[src/rtl/multdiv_iter.sv]
// Iterative signed multiply (shift-add) / divide (restoring) unit with flush and back-to-back issue.
// Optional MULTDIV_EARLY_TERM_EN: multiply stops once the remaining multiplier bits are all zero.
module multdiv_iter #(
    parameter int WIDTH = 32
) (
    input  logic             clock,
    input  logic             reset,
    input  logic [WIDTH-1:0] data_operandA,
    input  logic [WIDTH-1:0] data_operandB,
    input  logic             ctrl_MULT,
    input  logic             ctrl_DIV,
    input  logic             flush,
    output logic [WIDTH-1:0] data_result,
    output logic             data_exception,
    output logic             data_resultRDY,
    output logic             busy
);
    localparam int CW = $clog2(WIDTH + 1);
    localparam int W2 = 2 * WIDTH;

    typedef enum logic [1:0] {S_IDLE = 2'd0, S_RUN = 2'd1, S_DONE = 2'd2} state_t;

    state_t           r_state, w_state_next;
    logic             r_is_div, r_sign, r_dz;
    logic [CW-1:0]    r_cnt, w_cnt_next;
    logic [WIDTH-1:0] r_b, w_b_shift;
    logic [W2-1:0]    r_a, r_acc;
    logic [WIDTH-1:0] r_result;
    logic             r_exc;

    logic             w_start, w_accept, w_last_cnt, w_mul_last, w_finish;
    logic [W2-1:0]    w_acc_mul, w_acc_div, w_prod;
    logic [WIDTH:0]   w_rem_sh, w_diff;
    logic [WIDTH-1:0] w_quo, w_quo_s, w_res_next;
    logic             w_exc_next;

    function automatic logic [WIDTH-1:0] f_abs(input logic [WIDTH-1:0] v);
        f_abs = v[WIDTH-1] ? (~v + WIDTH'(1)) : v;
    endfunction

    // True when a 2W-bit signed product does not fit in W signed bits
    function automatic logic f_not_sext(input logic [W2-1:0] p);
        f_not_sext = !((&p[W2-1:WIDTH-1]) || !(|p[W2-1:WIDTH-1]));
    endfunction

    assign w_start    = ctrl_MULT | ctrl_DIV;
    assign w_accept   = (r_state != S_RUN) && w_start && !flush;
    assign w_cnt_next = r_cnt + CW'(1);
    assign w_last_cnt = (w_cnt_next == CW'(WIDTH));
    assign w_b_shift  = r_b >> 1;

    // Datapath step, finish detection and sign-corrected result
    always_comb begin
        w_acc_mul = r_acc + (r_b[0] ? r_a : {W2{1'b0}});
        w_rem_sh  = {r_acc[W2-1:WIDTH], r_acc[WIDTH-1]};
        w_diff    = w_rem_sh - {1'b0, r_b};
        if (w_diff[WIDTH]) begin
            w_acc_div = {w_rem_sh[WIDTH-1:0], r_acc[WIDTH-2:0], 1'b0};
        end else begin
            w_acc_div = {w_diff[WIDTH-1:0], r_acc[WIDTH-2:0], 1'b1};
        end
`ifdef MULTDIV_EARLY_TERM_EN
        w_mul_last = w_last_cnt || (w_b_shift == {WIDTH{1'b0}});
`else
        w_mul_last = w_last_cnt;
`endif
        w_finish = r_dz || (r_is_div ? w_last_cnt : w_mul_last);
        w_prod   = r_sign ? (~w_acc_mul + W2'(1)) : w_acc_mul;
        w_quo    = w_acc_div[WIDTH-1:0];
        w_quo_s  = r_sign ? (~w_quo + WIDTH'(1)) : w_quo;
        if (r_dz) begin
            w_res_next = {WIDTH{1'b0}};
            w_exc_next = 1'b1;
        end else if (r_is_div) begin
            // A positive quotient with the top bit set only arises from MIN_INT / -1
            w_res_next = w_quo_s;
            w_exc_next = !r_sign && w_quo[WIDTH-1];
        end else begin
            w_res_next = w_prod[WIDTH-1:0];
            w_exc_next = f_not_sext(w_prod);
        end
    end

    // Next-state logic; flush dominates any start request
    always_comb begin
        w_state_next = r_state;
        if (flush) begin
            w_state_next = S_IDLE;
        end else begin
            case (r_state)
                S_IDLE, S_DONE: w_state_next = w_start ? S_RUN : S_IDLE;
                S_RUN:          w_state_next = w_finish ? S_DONE : S_RUN;
                default:        w_state_next = S_IDLE;
            endcase
        end
    end

    // State register
    always_ff @(posedge clock) begin
        if (reset) begin
            r_state <= S_IDLE;
        end else begin
            r_state <= w_state_next;
        end
    end

    // Operand capture, iteration and result write
    always_ff @(posedge clock) begin
        if (reset) begin
            r_is_div <= 1'b0;
            r_sign   <= 1'b0;
            r_dz     <= 1'b0;
            r_cnt    <= {CW{1'b0}};
            r_a      <= {W2{1'b0}};
            r_b      <= {WIDTH{1'b0}};
            r_acc    <= {W2{1'b0}};
            r_result <= {WIDTH{1'b0}};
            r_exc    <= 1'b0;
        end else if (w_accept) begin
            r_is_div <= !ctrl_MULT;
            r_sign   <= data_operandA[WIDTH-1] ^ data_operandB[WIDTH-1];
            r_dz     <= !ctrl_MULT && (data_operandB == {WIDTH{1'b0}});
            r_cnt    <= {CW{1'b0}};
            r_a      <= W2'(f_abs(data_operandA));
            r_b      <= f_abs(data_operandB);
            r_acc    <= ctrl_MULT ? {W2{1'b0}} : W2'(f_abs(data_operandA));
        end else if (!flush && r_state == S_RUN) begin
            r_cnt <= w_cnt_next;
            if (r_is_div) begin
                r_acc <= w_acc_div;
            end else begin
                r_acc <= w_acc_mul;
                r_a   <= r_a << 1;
                r_b   <= w_b_shift;
            end
            if (w_finish) begin
                r_result <= w_res_next;
                r_exc    <= w_exc_next;
            end
        end
    end

    assign data_result    = r_result;
    assign data_exception = r_exc;
    assign data_resultRDY = (r_state == S_DONE);
    assign busy           = (r_state == S_RUN);
endmodule

[config.mk]
export PLATFORM = sky130hd
export DESIGN_NAME = multdiv_iter
export DESIGN_NICKNAME = d
export VERILOG_FILES = /design/src/rtl/multdiv_iter.sv
export SDC_FILE = /design/constraint.sdc
export NUM_CORES = 1
export LEC_CHECK = 0
export ABC_AREA = 0
export BUFFER_PORTS_ARGS = -buffer_cell sky130_fd_sc_hd__buf_2
export CAP_MARGIN = 20
export CELL_PAD_IN_SITES_DETAIL_PLACEMENT = 1
export CELL_PAD_IN_SITES_GLOBAL_PLACEMENT = 1
export CORE_ASPECT_RATIO = 0.5
export CORE_MARGIN = 2
export CORE_UTILIZATION = 51
export CTS_BUF_LIST = sky130_fd_sc_hd__clkbuf_4 sky130_fd_sc_hd__clkbuf_8
export DETAILED_ROUTE_END_ITERATION = 12
export PLACE_DENSITY = 0.95
export SETUP_SLACK_MARGIN = 0.15
export SLEW_MARGIN = 15
export SYNTH_ARGS = -nofsm -noshare
export SYNTH_HDL_FRONTEND = slang
export SYNTH_SLANG_ARGS = --single-unit
export TNS_END_PERCENT = 1
[constraint.sdc]
create_clock -name clock -period 16.2 [get_ports clock]
set_clock_uncertainty 0.05 [all_clocks]
set_input_delay 1.62 -clock clock [delete_from_list [all_inputs] [get_ports clock]]
set_output_delay 1.62 -clock clock [all_outputs]
set_load 0.05 [all_outputs]
# == Word level (Yosys, flattened, before mapping) ==
# Index checks and enable logic that the tools add are counted.
# word_totals
reg_bits,204
in_bits,69
output_inout_bits,35
word_cells,77
# classes
addsub,7
eq_ne,5
n_mux,23
n_bitwise,8
reduce_logical,23
# ops
op,count
$mux 32,12
$mux 64,6
$add 32x1->32 const B,3
$not 32->32,3
$add 64x1->64 const B,1
$add 64x64->64,1
$not 64->64,1
$reduce_and 33->1,1
$reduce_or 33->1,1
$sub 33x32->33,1
$logic_not 32->1,1
$add 6x1->6 const B,1
$eq 6x6->1 const B,1
$reduce_or 2->1,3
$logic_and 1x1->1,5
$logic_not 1->1,5
$ne 2x1->1 const B,2
$pmux 2 s2,1
$reduce_and 2->1,2
$mux 1,3
$reduce_and 3->1,1
$eq 2x1->1 const B,1
$eq 2x2->1 const B,1
$logic_not 2->1,1
6 further kinds,8

# == Logic depth before layout (Yosys ltp) ==
# logic_depth
depth_word,11
depth_mapped,30
mapped_depth_nobuf,28

# == Worst setup path after synthesis ==
# Ideal clock, no wire load.
# synth_path
path_kind,reg-to-reg
startpoint,register r_acc[31]
endpoint,register r_result[30] (netlist: data_result[30])
setup_ns,0.132
t_arrival_ns,5.856
t_required_ns,16.018
path_slack_ns,10.162
path_stages_with_launch,31
n_path_buf,2
synth_period_minus_slack_ns,6.038
path_cell_list,dfxtp_1 inv_1 ha_1 inv_1 fa_1 a21o_1 a21oi_1 o2111ai_1 a41oi_1 o21bai_1 a21oi_1 o2111ai_1 a311o_1 a221oi_1 xnor2_1 inv_1 clkbuf_1 buf_1 ha_1 inv_1 nor2_1 nand3_1 nor2_1 nand2_1 or2_2 o31ai_1 a21boi_0 xor2_1 nand2_1 o211ai_1 a21oi_1
# synth_between
elab_chain_len,7
# synth_rtl
item,line,text
start: declaration,27,"logic [W2-1:0] r_a, r_acc;"
start signal: assignment,116,r_acc <= {W2{1'b0}};
start signal: assignment,126,r_acc <= ctrl_MULT ? {W2{1'b0}} : W2'(f_abs(data_operandA));
start signal: assignment,130,r_acc <= w_acc_div;
$sub 33x32->33,56,"w_diff = w_rem_sh - {1'b0, r_b};"
$mux 64,57,if (w_diff[WIDTH]) begin
$not 32->32,70,w_quo_s = r_sign ? (~w_quo + WIDTH'(1)) : w_quo;
$add 32x1->32,70,
$mux 32,70,
$mux 32,74,end else if (r_is_div) begin
$mux 32,71,if (r_dz) begin
end signal: assignment,117,r_result <= {WIDTH{1'b0}};
end signal: assignment,137,r_result <= w_res_next;
end: declaration,28,logic [WIDTH-1:0] r_result;
# Every way passes these cells.
# A chain may end at the register's enable or synchronous reset.

# == Worst setup path after layout ==
# layout_path
startpoint,register r_b[0]
endpoint,register r_result[30] (netlist: data_result[30])
# layout_between
elab_chain_len,7
word_cells_on_any_way,12
classes_between,add/sub (4); mux (6); bitwise (2)
# layout_rtl
item,line,text
start: declaration,26,"logic [WIDTH-1:0] r_b, w_b_shift;"
start signal: assignment,115,r_b <= {WIDTH{1'b0}};
start signal: assignment,125,r_b <= f_abs(data_operandB);
start signal: assignment,134,r_b <= w_b_shift;
$mux 64 / $sub 33x32->33 (equally long branches),"54, 56",
$add 64x64->64 / $mux 64 (equally long branches),"54, 57",
$not 64->64 / $not 32->32 (equally long branches),"68, 70",
$add 64x1->64 / $add 32x1->32 (equally long branches),"68, 70",
$mux 64 / $mux 32 (equally long branches),"68, 70",
$mux 32 *,74,
$mux 32 *,71,
# Every way passes the cells marked *; elsewhere a longest branch is shown, timed or not.

==> results.sh <==
export IMPL_status="completed"
export IMPL_area_delta_synth_final_pct=7.499
export IMPL_hold_class="reg -> reg"
export IMPL_start_util_pct=51.73
export IMPL_grt_max_degree=93
export IMPL_critPathTopFamily="compound AO/OA/AOI/OAI gates"
export IMPL_cts_tree="built"
export IMPL_slew_headroom_pct=23.91
export IMPL_syn_area_mm2=0.02010
export IMPL_final_antenna_net_count=0
export IMPL_hold_ws_ns=0.4127
export IMPL_gr_usage_all_layers_pct=41.90
export IMPL_routedWlPerCell_um=26.57
export IMPL_min_period_over_period_pct=46.23
export IMPL_synth_top_flop_cell="dfxtp_1"
export IMPL_cp_endpoint="data_result[30]"
export IMPL_initialDrtViolationCount=2760
export IMPL_leakage_nw=8.503
export IMPL_synth_distinct_cells=99
export IMPL_ys_seq_area_share_pct=20.31
export IMPL_postCtsHoldBufs=0
export IMPL_reg2reg_to="data_result[30]"
export IMPL_post_cts_setup_buffers=0
export IMPL_dr_total_vias=23650
export IMPL_drive_above_1_share_pct=9.148
export IMPL_hold_violations=0
export IMPL_final_nets=3000
export IMPL_worstMarginPinSlew_ns=1.141
export IMPL_dieArea_mm2=0.04112
export IMPL_crit_slowest_cell="buf_4"
export IMPL_max_stage_delay_ns=0.53
export IMPL_fp_row_count=51
export IMPL_vias_per_cell=6.988
export IMPL_cp_depth=29
export IMPL_reg2regPathDepth=29
export IMPL_fin_setup_tns_ns=0
export IMPL_ir_drop_mv=0.05307
export IMPL_pin_count=104
export IMPL_fmax_mhz=133.5
export IMPL_grt_pass1_wl_mm=134.1
export IMPL_fin_cells=3384
export IMPL_netlist_area_leader_share_pct=20.31
export IMPL_io_buffers=103
export IMPL_worstPathRequired_ns=16.61
export IMPL_gr_total_overflow=0
export IMPL_netlist_instances=2839
export IMPL_r2r_slack_ns=8.71
export IMPL_cts_clk_slew_worst_paths_ns=0.07
export IMPL_synth_edf_count=0
export IMPL_setup_viol_count_final=0
export IMPL_die_width_um=284.8
export IMPL_cp_buffers_inverters=5
export IMPL_yosys_top_cells_area="dfxtp_1, nand2_1, ha_1"
export IMPL_clockRootBuffer="clkbuf_8"
export IMPL_startpoint="r_b[0]"
export IMPL_nFillCells=5057
export IMPL_async_reset_ff_share_pct=0
export IMPL_numCtsBuffers=34
export IMPL_yosysTopAreaCell="dfxtp_1"
export IMPL_routed_wirelength_mm=89.91
export IMPL_ctsResizeCount=0
export IMPL_dpl_instance_area_mm2=0.02083
export IMPL_remaining_drc_errors=0
export IMPL_syn_num_nets=3010
export IMPL_dr_pass1_iters=6
export IMPL_period_minus_slack_ns=7.489
export IMPL_end_kind="flop"
export IMPL_yosys_warnings=0
export IMPL_finalInstanceArea_mm2=0.02161
export IMPL_syn_avg_cell_area_um2=7.081
export IMPL_grt_pass1_vias=22450
export IMPL_rr_startpoint="r_b[0]"
export IMPL_worst_setup_path_start_kind="flop"
export IMPL_worstSetupPathType="reg -> reg"
export IMPL_worstSkewPairLatency_ns=0.63
export IMPL_clk_path_buf_depth=3
export IMPL_place_congestion=1.080
export IMPL_core_area_mm2=0.03886
export IMPL_antenna_found_initial=5
export IMPL_powerDensity_mw_per_mm2=78.58
export IMPL_totalPowerFinal_mw=1.698
export IMPL_dp_cells=3320
export IMPL_htreeDepth=2
export IMPL_path_max_fanout=66
export IMPL_dp_hpwl_mm=67.92
export IMPL_die_h_um=144.4
export IMPL_cts_sinks=204
export IMPL_arrival_ns=7.89
export IMPL_hold_depth=2
export IMPL_max_cap_viol_count=0
export IMPL_rsz0062_at_grt="no"
export IMPL_ys_ff_latch=204
export IMPL_timing_final_max_slew_violations=0
[worst reg2reg max path, delay by kind of cell, from the launching register on]
kind / cells / cell delay (ns)
flops: 1 / 0.32
buf+inv: 5 / 1.02
simple gates: 6 / 1.56
xor+xnor: 2 / 0.28
compound gates: 13 / 3.24
fa+ha+maj: 3 / 0.86
[synthesized netlist by cell type, types with 36 or more instances]
master and instances:
nand4_1 36, inv_1 78, nor2_1 314, a211oi_1 81, ha_1 100, o21ai_0 166
nor3_1 55, and2_1 80, o31ai_1 39, dfxtp_1 204, a21oi_1 232, o211ai_1 41
xnor2_1 83, nand3_1 73, a21o_1 66, or3_1 43, clkbuf_1 155, nand2_1 351
xor2_1 96
[sequential cells by signal, summed over array words and instances, names as in the netlist]
name / count
r_a: 64
r_acc: 64
data_result: 32
r_b: 32
r_cnt: 6
r_state: 2
data_exception: 1
r_dz: 1
r_is_div: 1
r_sign: 1
[where the power goes]
part / switching [mW] / internal (mW) / leakage [nW]
registers: 0.0309 / 0.520 / 1.66
clock network: 0.266 / 0.274 / 0.386
logic: 0.415 / 0.191 / 6.46
[cells in the final DEF, fill, tap and decap left out, drive strengths merged, types with 33 or more instances in the layout]
master / netlist / routed
a211oi: 81 / 81
a21o: 66 / 66
a21oi: 237 / 237
a31oi: 33 / 33
and2: 81 / 81
buf: 32 / 140
clkbuf: 155 / 52
dfxtp: 204 / 204
ha: 100 / 100
inv: 78 / 79
nand2: 351 / 351
nand3: 73 / 73
nand4: 36 / 36
nor2: 314 / 314
nor3: 56 / 56
nor4: 39 / 39
o211ai: 41 / 41
o21ai: 178 / 178
o31ai: 39 / 39
or3: 44 / 44
xnor2: 83 / 83
xor2: 96 / 96
[layout make-up]
class	count	area (µm²)	area share (%)
inverter	78	292.8	1.355
clock inverter	9	92.59	0.4284
multi-input combinational	2370	15010	69.44
timing repair buffer	141	818.3	3.786
sequential	204	4089	18.92
clock buffer	51	645.6	2.987
antenna	1	2.502	0.01158
tap	530	663.1	3.068
[kinds of logic (layout without fill, tap and decap cells)]
family / after synthesis / in the layout / share of synthesized area (%)
AO/OA/AOI/OAI: 930 / 930 / 31.29
buffers and inverters: 265 / 279 / 5.246
XOR/XNOR: 179 / 179 / 7.798
adder cells (fa/ha/maj): 102 / 102 / 6.423
AND/OR/NAND/NOR: 1131 / 1131 / 27.50
other: 0 / 1 / 0
multiplexers: 28 / 28 / 1.425
flip-flops: 204 / 204 / 20.31
[per-layer routing]
layer	track usage, %	part of all wire [%]	vias to the layer above
li1	-	-	10450
met1	53.96	41	11590
met2	64.68	43	1336
met3	13.64	12	266
met4	17.23	4.3	6
met5	0	0.038	-
[metrics by stage]
stage                     setup WS (ns)  util (%)
after detailed placement          8.981     53.61
final                             8.711     55.61
after floorplan                   10.16         -
after global placement            9.237     53.61
after CTS                         8.905     55.51
after global routing              8.216     55.61
[worst min path at each step]
| stage | endpoint | slack (ns) | startpoint |
|---|---|---|---|
| floorplan | r_a[63] | 0.39 | r_a[63] |
| global placement | data_result[11] | 0.39 | data_result[11] |
| detailed placement | data_result[6] | 0.41 | data_result[6] |
| CTS | r_a[61] | 0.41 | r_a[60] |
| global route | r_a[61] | 0.43 | r_a[60] |
| finish | r_a[61] | 0.41 | r_a[60] |
Note: power is estimated with default switching activity, not from simulation.
